$ cat src/rtl/csw_ram_arbiter_if.sv
// Memory-side bus of the CSW RAM arbiter: one outstanding byte access,
// request held as a level until the one-cycle acknowledge.
interface csw_ram_arbiter_if #(
    parameter int ADDR_W = 25
);
    logic              mem_req;
    logic              mem_we;
    logic [ADDR_W-1:0] mem_addr;
    logic [7:0]        mem_wdata;
    logic [7:0]        mem_rdata;
    logic              mem_ack;

    modport master (
        output mem_req, mem_we, mem_addr, mem_wdata,
        input  mem_rdata, mem_ack
    );

    modport slave (
        input  mem_req, mem_we, mem_addr, mem_wdata,
        output mem_rdata, mem_ack
    );
endinterface

$ cat src/rtl/csw_ram_arbiter.sv
// Shares one RAM port between the download writer, the CPU and the CSW tape
// player: fixed priority with a CPU burst limit, one access in flight, timeout.
module csw_ram_arbiter #(
    parameter int ADDR_W    = 25,
    parameter int CPU_BURST = 4,
    parameter int TIMEOUT   = 255
) (
    input  logic              clk,
    input  logic              reset_n,

    input  logic              dl_req,
    input  logic [ADDR_W-1:0] dl_addr,
    input  logic [7:0]        dl_data,
    output logic              dl_ack,

    input  logic              cpu_req,
    input  logic              cpu_we,
    input  logic [ADDR_W-1:0] cpu_addr,
    input  logic [7:0]        cpu_wdata,
    output logic [7:0]        cpu_rdata,
    output logic              cpu_ack,

    input  logic              tape_rd,
    input  logic [ADDR_W-1:0] tape_a,
    output logic              tape_iocycle,
    output logic [7:0]        tape_d,

    input  logic              err_clr,
    output logic              timeout_err,

    csw_ram_arbiter_if.master mem
);

    localparam int BW = $clog2(CPU_BURST + 1);

    typedef enum logic [1:0] {S_IDLE, S_WAIT, S_RESP, S_TREL} state_t;
    typedef enum logic [1:0] {OWN_NONE, OWN_DL, OWN_CPU, OWN_TAPE} owner_t;

    state_t            state_q;
    owner_t            owner_q;
    owner_t            win_d;
    logic [BW-1:0]     burst_q;
    logic [7:0]        tmo_q;

    logic              mem_req_q;
    logic              mem_we_q;
    logic [ADDR_W-1:0] mem_addr_q;
    logic [7:0]        mem_wdata_q;

    logic              dl_ack_q;
    logic              cpu_ack_q;
    logic [7:0]        cpu_rdata_q;
    logic              tape_io_q;
    logic [7:0]        tape_d_q;
    logic              err_q;

    logic              tape_pri;
    logic              done;
    logic [7:0]        rdat;

    // Tape jumps ahead of the CPU once the CPU has used up its burst allowance.
    assign tape_pri = tape_rd && (!cpu_req || (burst_q >= BW'(CPU_BURST)));

    always_comb begin
        win_d = OWN_NONE;
        if (dl_req)        win_d = OWN_DL;
        else if (tape_pri) win_d = OWN_TAPE;
        else if (cpu_req)  win_d = OWN_CPU;
        else if (tape_rd)  win_d = OWN_TAPE;
    end

    // An expired access completes exactly like an acked one, with 8'hFF data.
    assign done = mem.mem_ack || (tmo_q == 8'(TIMEOUT - 1));
    assign rdat = mem.mem_ack ? mem.mem_rdata : 8'hFF;

    always_ff @(posedge clk or negedge reset_n) begin
        if (!reset_n) begin
            state_q     <= S_IDLE;
            owner_q     <= OWN_NONE;
            burst_q     <= '0;
            tmo_q       <= '0;
            mem_req_q   <= 1'b0;
            mem_we_q    <= 1'b0;
            mem_addr_q  <= '0;
            mem_wdata_q <= '0;
            dl_ack_q    <= 1'b0;
            cpu_ack_q   <= 1'b0;
            cpu_rdata_q <= '0;
            tape_io_q   <= 1'b0;
            tape_d_q    <= '0;
            err_q       <= 1'b0;
        end else begin
            dl_ack_q  <= 1'b0;
            cpu_ack_q <= 1'b0;
            if (err_clr) err_q <= 1'b0;
            if (!tape_rd) burst_q <= '0;

            case (state_q)
                S_IDLE: begin
                    if (win_d != OWN_NONE) begin
                        owner_q   <= win_d;
                        mem_req_q <= 1'b1;
                        tmo_q     <= '0;
                        state_q   <= S_WAIT;
                    end
                    case (win_d)
                        OWN_DL: begin
                            mem_addr_q  <= dl_addr;
                            mem_we_q    <= 1'b1;
                            mem_wdata_q <= dl_data;
                        end
                        OWN_CPU: begin
                            mem_addr_q  <= cpu_addr;
                            mem_we_q    <= cpu_we;
                            mem_wdata_q <= cpu_wdata;
                            if (tape_rd && (burst_q < BW'(CPU_BURST)))
                                burst_q <= burst_q + 1'b1;
                        end
                        OWN_TAPE: begin
                            mem_addr_q <= tape_a;
                            mem_we_q   <= 1'b0;
                            tape_io_q  <= 1'b1;
                            burst_q    <= '0;
                        end
                        default: ;
                    endcase
                end

                S_WAIT: begin
                    if (done) begin
                        mem_req_q <= 1'b0;
                        if (!mem.mem_ack) err_q <= 1'b1;
                        case (owner_q)
                            OWN_DL: begin
                                dl_ack_q <= 1'b1;
                                state_q  <= S_RESP;
                            end
                            OWN_CPU: begin
                                cpu_ack_q <= 1'b1;
                                if (!mem_we_q) cpu_rdata_q <= rdat;
                                state_q   <= S_RESP;
                            end
                            OWN_TAPE: begin
                                tape_d_q <= rdat;
                                state_q  <= S_TREL;
                            end
                            default: state_q <= S_RESP;
                        endcase
                    end else begin
                        tmo_q <= tmo_q + 8'd1;
                    end
                end

                // Strobe falls a cycle after tape_d lands; the following RESP
                // cycle gives the player its two cycles to advance tape_a.
                S_TREL: begin
                    tape_io_q <= 1'b0;
                    state_q   <= S_RESP;
                end

                S_RESP: begin
                    owner_q <= OWN_NONE;
                    state_q <= S_IDLE;
                end

                default: state_q <= S_IDLE;
            endcase
        end
    end

    assign mem.mem_req   = mem_req_q;
    assign mem.mem_we    = mem_we_q;
    assign mem.mem_addr  = mem_addr_q;
    assign mem.mem_wdata = mem_wdata_q;

    assign dl_ack       = dl_ack_q;
    assign cpu_ack      = cpu_ack_q;
    assign cpu_rdata    = cpu_rdata_q;
    assign tape_iocycle = tape_io_q;
    assign tape_d       = tape_d_q;
    assign timeout_err  = err_q;

endmodule

$ cat src/flat_wrapper.sv
// flat-port wrapper written by rule: the top's interface ports become plain ports
module csw_ram_arbiter_flat 
#(
    parameter int ADDR_W    = 25,
    parameter int CPU_BURST = 4,
    parameter int TIMEOUT   = 255
)
  (clk, reset_n, dl_req, dl_addr, dl_data, dl_ack, cpu_req, cpu_we, cpu_addr, cpu_wdata, cpu_rdata, cpu_ack, tape_rd, tape_a, tape_iocycle, tape_d, err_clr, timeout_err, mem_mem_req, mem_mem_we, mem_mem_addr, mem_mem_wdata, mem_mem_rdata, mem_mem_ack);
  csw_ram_arbiter_if #(.ADDR_W(ADDR_W)) mem_i ();
  input  logic clk;
  input  logic reset_n;
  input  logic dl_req;
  input  logic [ADDR_W-1:0] dl_addr;
  input  logic [7:0] dl_data;
  output logic dl_ack;
  input  logic cpu_req;
  input  logic cpu_we;
  input  logic [ADDR_W-1:0] cpu_addr;
  input  logic [7:0] cpu_wdata;
  output logic [7:0] cpu_rdata;
  output logic cpu_ack;
  input  logic tape_rd;
  input  logic [ADDR_W-1:0] tape_a;
  output logic tape_iocycle;
  output logic [7:0] tape_d;
  input  logic err_clr;
  output logic timeout_err;
  output wire logic [$bits(mem_i.mem_req)-1:0] mem_mem_req;
  output wire logic [$bits(mem_i.mem_we)-1:0] mem_mem_we;
  output wire logic [$bits(mem_i.mem_addr)-1:0] mem_mem_addr;
  output wire logic [$bits(mem_i.mem_wdata)-1:0] mem_mem_wdata;
  input wire logic [$bits(mem_i.mem_rdata)-1:0] mem_mem_rdata;
  input wire logic [$bits(mem_i.mem_ack)-1:0] mem_mem_ack;
  assign mem_mem_req = mem_i.mem_req;
  assign mem_mem_we = mem_i.mem_we;
  assign mem_mem_addr = mem_i.mem_addr;
  assign mem_mem_wdata = mem_i.mem_wdata;
  assign mem_i.mem_rdata = mem_mem_rdata;
  assign mem_i.mem_ack = mem_mem_ack;
  csw_ram_arbiter #(.ADDR_W(ADDR_W), .CPU_BURST(CPU_BURST), .TIMEOUT(TIMEOUT)) u_core (.clk(clk), .reset_n(reset_n), .dl_req(dl_req), .dl_addr(dl_addr), .dl_data(dl_data), .dl_ack(dl_ack), .cpu_req(cpu_req), .cpu_we(cpu_we), .cpu_addr(cpu_addr), .cpu_wdata(cpu_wdata), .cpu_rdata(cpu_rdata), .cpu_ack(cpu_ack), .tape_rd(tape_rd), .tape_a(tape_a), .tape_iocycle(tape_iocycle), .tape_d(tape_d), .err_clr(err_clr), .timeout_err(timeout_err), .mem(mem_i));
endmodule
$ cat config.mk
export PLATFORM = sky130hd
export DESIGN_NAME = csw_ram_arbiter_flat
export DESIGN_NICKNAME = d
export VERILOG_FILES = /design/src/rtl/csw_ram_arbiter_if.sv /design/src/rtl/csw_ram_arbiter.sv /design/src/flat_wrapper.sv
export SDC_FILE = /design/constraint.sdc
export NUM_CORES = 1
export LEC_CHECK = 0
export ABC_AREA = 1
export CAP_MARGIN = 0
export CORE_UTILIZATION = 35
export CTS_CLUSTER_SIZE = 14
export DETAILED_ROUTE_END_ITERATION = 8
export GPL_ROUTABILITY_DRIVEN = 0
export PLACE_DENSITY = 0.72
export SLEW_MARGIN = 20
export SYNTH_ARGS = -nofsm -noshare
export SYNTH_HDL_FRONTEND = slang
export SYNTH_SLANG_ARGS = --single-unit
$ cat constraint.sdc
create_clock -name clk -period 5.8 [get_ports clk]
set_input_delay 1.45 -clock clk [delete_from_list [all_inputs] [get_ports clk]]
set_output_delay 1.45 -clock clk [all_outputs]
set_load 0.05 [all_outputs]
==> results.yml <==
run_status:
  outcome: "finished, final reports clean"
yosys:
  syn_area_per_cell_um2: 7.44
  synth_area_leader_cell: "dfrtp_1"
  ys_warn_count: 0
  synth_async_sr_flop_share: 1.00
  ys_seq_area_frac: 0.464
  synth_area_leaders: "dfrtp_1, nor2_1, inv_1, nand2_1, a21oi_1"
  mappedNetlistNets: 620
  synth.distinct_cells: 29
  yosysTopAreaCellShare: 0.464
  synth_edf_count: 0
  syn_inst: 507
  ys.flop_type: "dfrtp_1"
  synth_area_mm2: 0.00377
  yosys_register_bits: 70
route:
  wl_mm: 10.1
  avgViaCountPerCell: 4.62
  vias: 3718
  drt_iter0_drc: 142
  drt_pass1_iterations: 4
  ant_nets: 0
  wl_per_cell_um: 12.6
  drcViolationCount: 0
sta:
  worst_pin_slew_ns: 0.968
  final.setup.tns_ns: 0
  max_slew_margin: 0.353
  hold_viol_final: 0
  drv_slew: 0
  max_freq_mhz: 230
  period_minus_slack_ns: 4.36
  fin_skew_ns: 0.00641
  rsz0062_at_grt: "no"
  finalSetupViolations: 0
  period_share: 0.751
die:
  coreArea_mm2: 0.0104
  die-area_mm2: 0.0112
  die_x_um: 106
  fp-row-count: 37
  io_pins: 162
  start_util: 0.364
  fp.dieH_um: 106
cts:
  clk_path_buf_depth: 2
  clock-sinks: 70
  cts-root-buf: "clkbuf_8"
  cts_resized: 0
  cts_hold_buf: 0
  cts_buffers: 9
  clkSlewWorstSetupHoldPaths_ns: 0.07
  cts_max_level: 3
  cts_setup_buffers: 0
  clock_latency_ns: 0.33
  cts_tree: "done"
pwr:
  p_leak_nw: 2.66
  ir_drop_mv: 0.249
  power_density_mw_per_mm2: 518
place:
  place.detailed.hpwl_mm: 7.76
  portBuffers: 161
  placedCellCount: 788
critical_path:
  arrival_ns: 4.58
  criticalPathCategory: "in -> reg"
  crit_required_ns: 6.02
  crit_path_max_fanout: 29
  critPathCaptureType: "register"
  rr_startpoint: "u_core.burst_q[2]$_DFF_PN0_"
  r2r_cells: 10
  critPathLaunchType: "input pin"
  regToRegEndpoint: "u_core.burst_q[1]$_DFF_PN0_"
  rrSetupSlack_ns: 2.78
layout:
  drive_gt1_frac: 0.0584
  num_antenna_cells: 0
  fin_cells: 804
  syn2layout_area_growth_pct: 51.6
  nets: 776
  fillCellCount: 966
global_routing:
  globalRouteTotalUtil: 0.191
  grt_pass1_vias: 3760
  gr-total-overflow: 0
  antenna_found_initial: 0
  grt_max_degree: 41
  grt_pass1_wl_mm: 17.0
min_path:
  holdCritPathClass: "reg -> reg"
  min_from: "u_core.owner_q[1]$_DFFE_PN0P_"
  min_path_cells: 1
  min_to: "u_core.dl_ack$_DFF_PN0_"
flow_run:
  cap_violations: 0
==> cell type report <==
| cell class | count | area, um2 | area share |
|---|---|---|---|
| clock inverter | 6 | 133 | 0.0232 |
| inverter | 75 | 282 | 0.0492 |
| sequential | 70 | 1750 | 0.306 |
| timing repair buffer | 162 | 1610 | 0.282 |
| clock buffer | 10 | 138 | 0.0241 |
| multi-input combinational | 345 | 1630 | 0.285 |
| tap | 136 | 170 | 0.0298 |
==> per-layer routing <==
metal  global-route usage  share of wire  vias up
li1                     -              -     1883
met4               0.0575          0.013        0
met1                0.222           0.42     1700
met3               0.0507          0.071       10
met2                0.340           0.50      125
met5                    0              0        -
==> power breakdown <==
group	leakage [nW]	total (mW)	switching (mW)	internal (mW)
registers	0.849	0.816	0.129	0.687
clock network	0.132	0.520	0.180	0.340
logic	1.68	1.63	1.09	0.538
==> state kept, by name, summed over array words and instances, names as in the netlist <==
name and count:
u_core.burst_q 3, u_core.cpu_ack 1, u_core.cpu_rdata 8, u_core.dl_ack 1, u_core.mem.mem_addr 25, u_core.mem.mem_req 1
u_core.mem.mem_wdata 8, u_core.mem.mem_we 1, u_core.owner_q 2, u_core.state_q 2, u_core.tape_d 8, u_core.tape_iocycle 1
u_core.timeout_err 1, u_core.tmo_q 8
==> metrics by stage <==
step           setup WS, ns   util  hold slack [ns]  power (mW)  area [um2]
2_1_floorplan          2.86      -            0.410        1.90        3770
6_report               1.44  0.551            0.453        2.96        5720
3_5_place_dp           1.11  0.525            0.434        2.46        5450
3_3_place_gp           1.25  0.525            0.434        2.43        5450
4_1_cts                1.46  0.551            0.445        2.99        5720
5_1_grt                1.06  0.551            0.470        3.14        5720
==> cells in the final DEF (no fill, tap or decap), drive strengths merged <==
master,netlist,final
clkdlybuf4s50,0,160
nand4,3,3
nand3,16,16
mux2i,8,8
dfrtp,70,70
inv,74,74
o22ai,2,2
ha,6,6
clkinv,1,2
nor3,3,3
buf,11,2
o21bai,1,1
xnor2,1,1
bufinv,0,4
clkbuf,6,10
a21oi,39,39
nor2,143,143
clkinvlp,0,1
nand2,76,76
o21ai,47,47
==> critical path, cell delays in order <==
cell and delay (ns):
clkdlybuf4s50_1 0.59, nand2_2 0.10, nand2_1 0.07, a21oi_1 0.08, inv_1 0.10, ha_1 0.79, inv_1 0.16, nand2_1 0.76
nand2_1 0.20, nor2_1 0.19, nor2_1 0.07
==> Yosys cell counts, types with 6 or more instances <==
library cell,instances
nor2_1,138
inv_1,71
dfrtp_1,70
nand2_1,67
a21oi_1,39
o21ai_0,26
o21ai_1,19
nand3_1,14
mux2i_1,8
nand2_2,8
ha_1,6
==> cells by family (layout without fill, tap and decap cells) <==
logic type / Yosys count / after routing / share of synthesized area
AOI/OAI and AO/OA: 89 / 89 / 0.121
xor gates and xnor gates: 1 / 1 / 0.00232
adders and majority gates: 6 / 6 / 0.0199
buffers and inverters: 92 / 253 / 0.103
DFF: 70 / 70 / 0.464
muxes: 8 / 8 / 0.0212
and+or+nand+nor: 241 / 241 / 0.267
==> how the worst max path moves through the flow <==
stage             from                                   to  depth (start not counted)
2_1_floorplan   dl_req  u_core.mem.mem_addr[12]$_DFFE_PN0P_                         13
3_3_place_gp   tape_rd          u_core.burst_q[0]$_DFF_PN0_                         11
3_5_place_dp   tape_rd          u_core.burst_q[1]$_DFF_PN0_                         11
4_1_cts        tape_rd          u_core.burst_q[1]$_DFF_PN0_                         11
5_1_grt        tape_rd          u_core.burst_q[1]$_DFF_PN0_                         11
6_report       tape_rd          u_core.burst_q[1]$_DFF_PN0_                         11
Note: power is estimated with default switching activity, not from simulation.
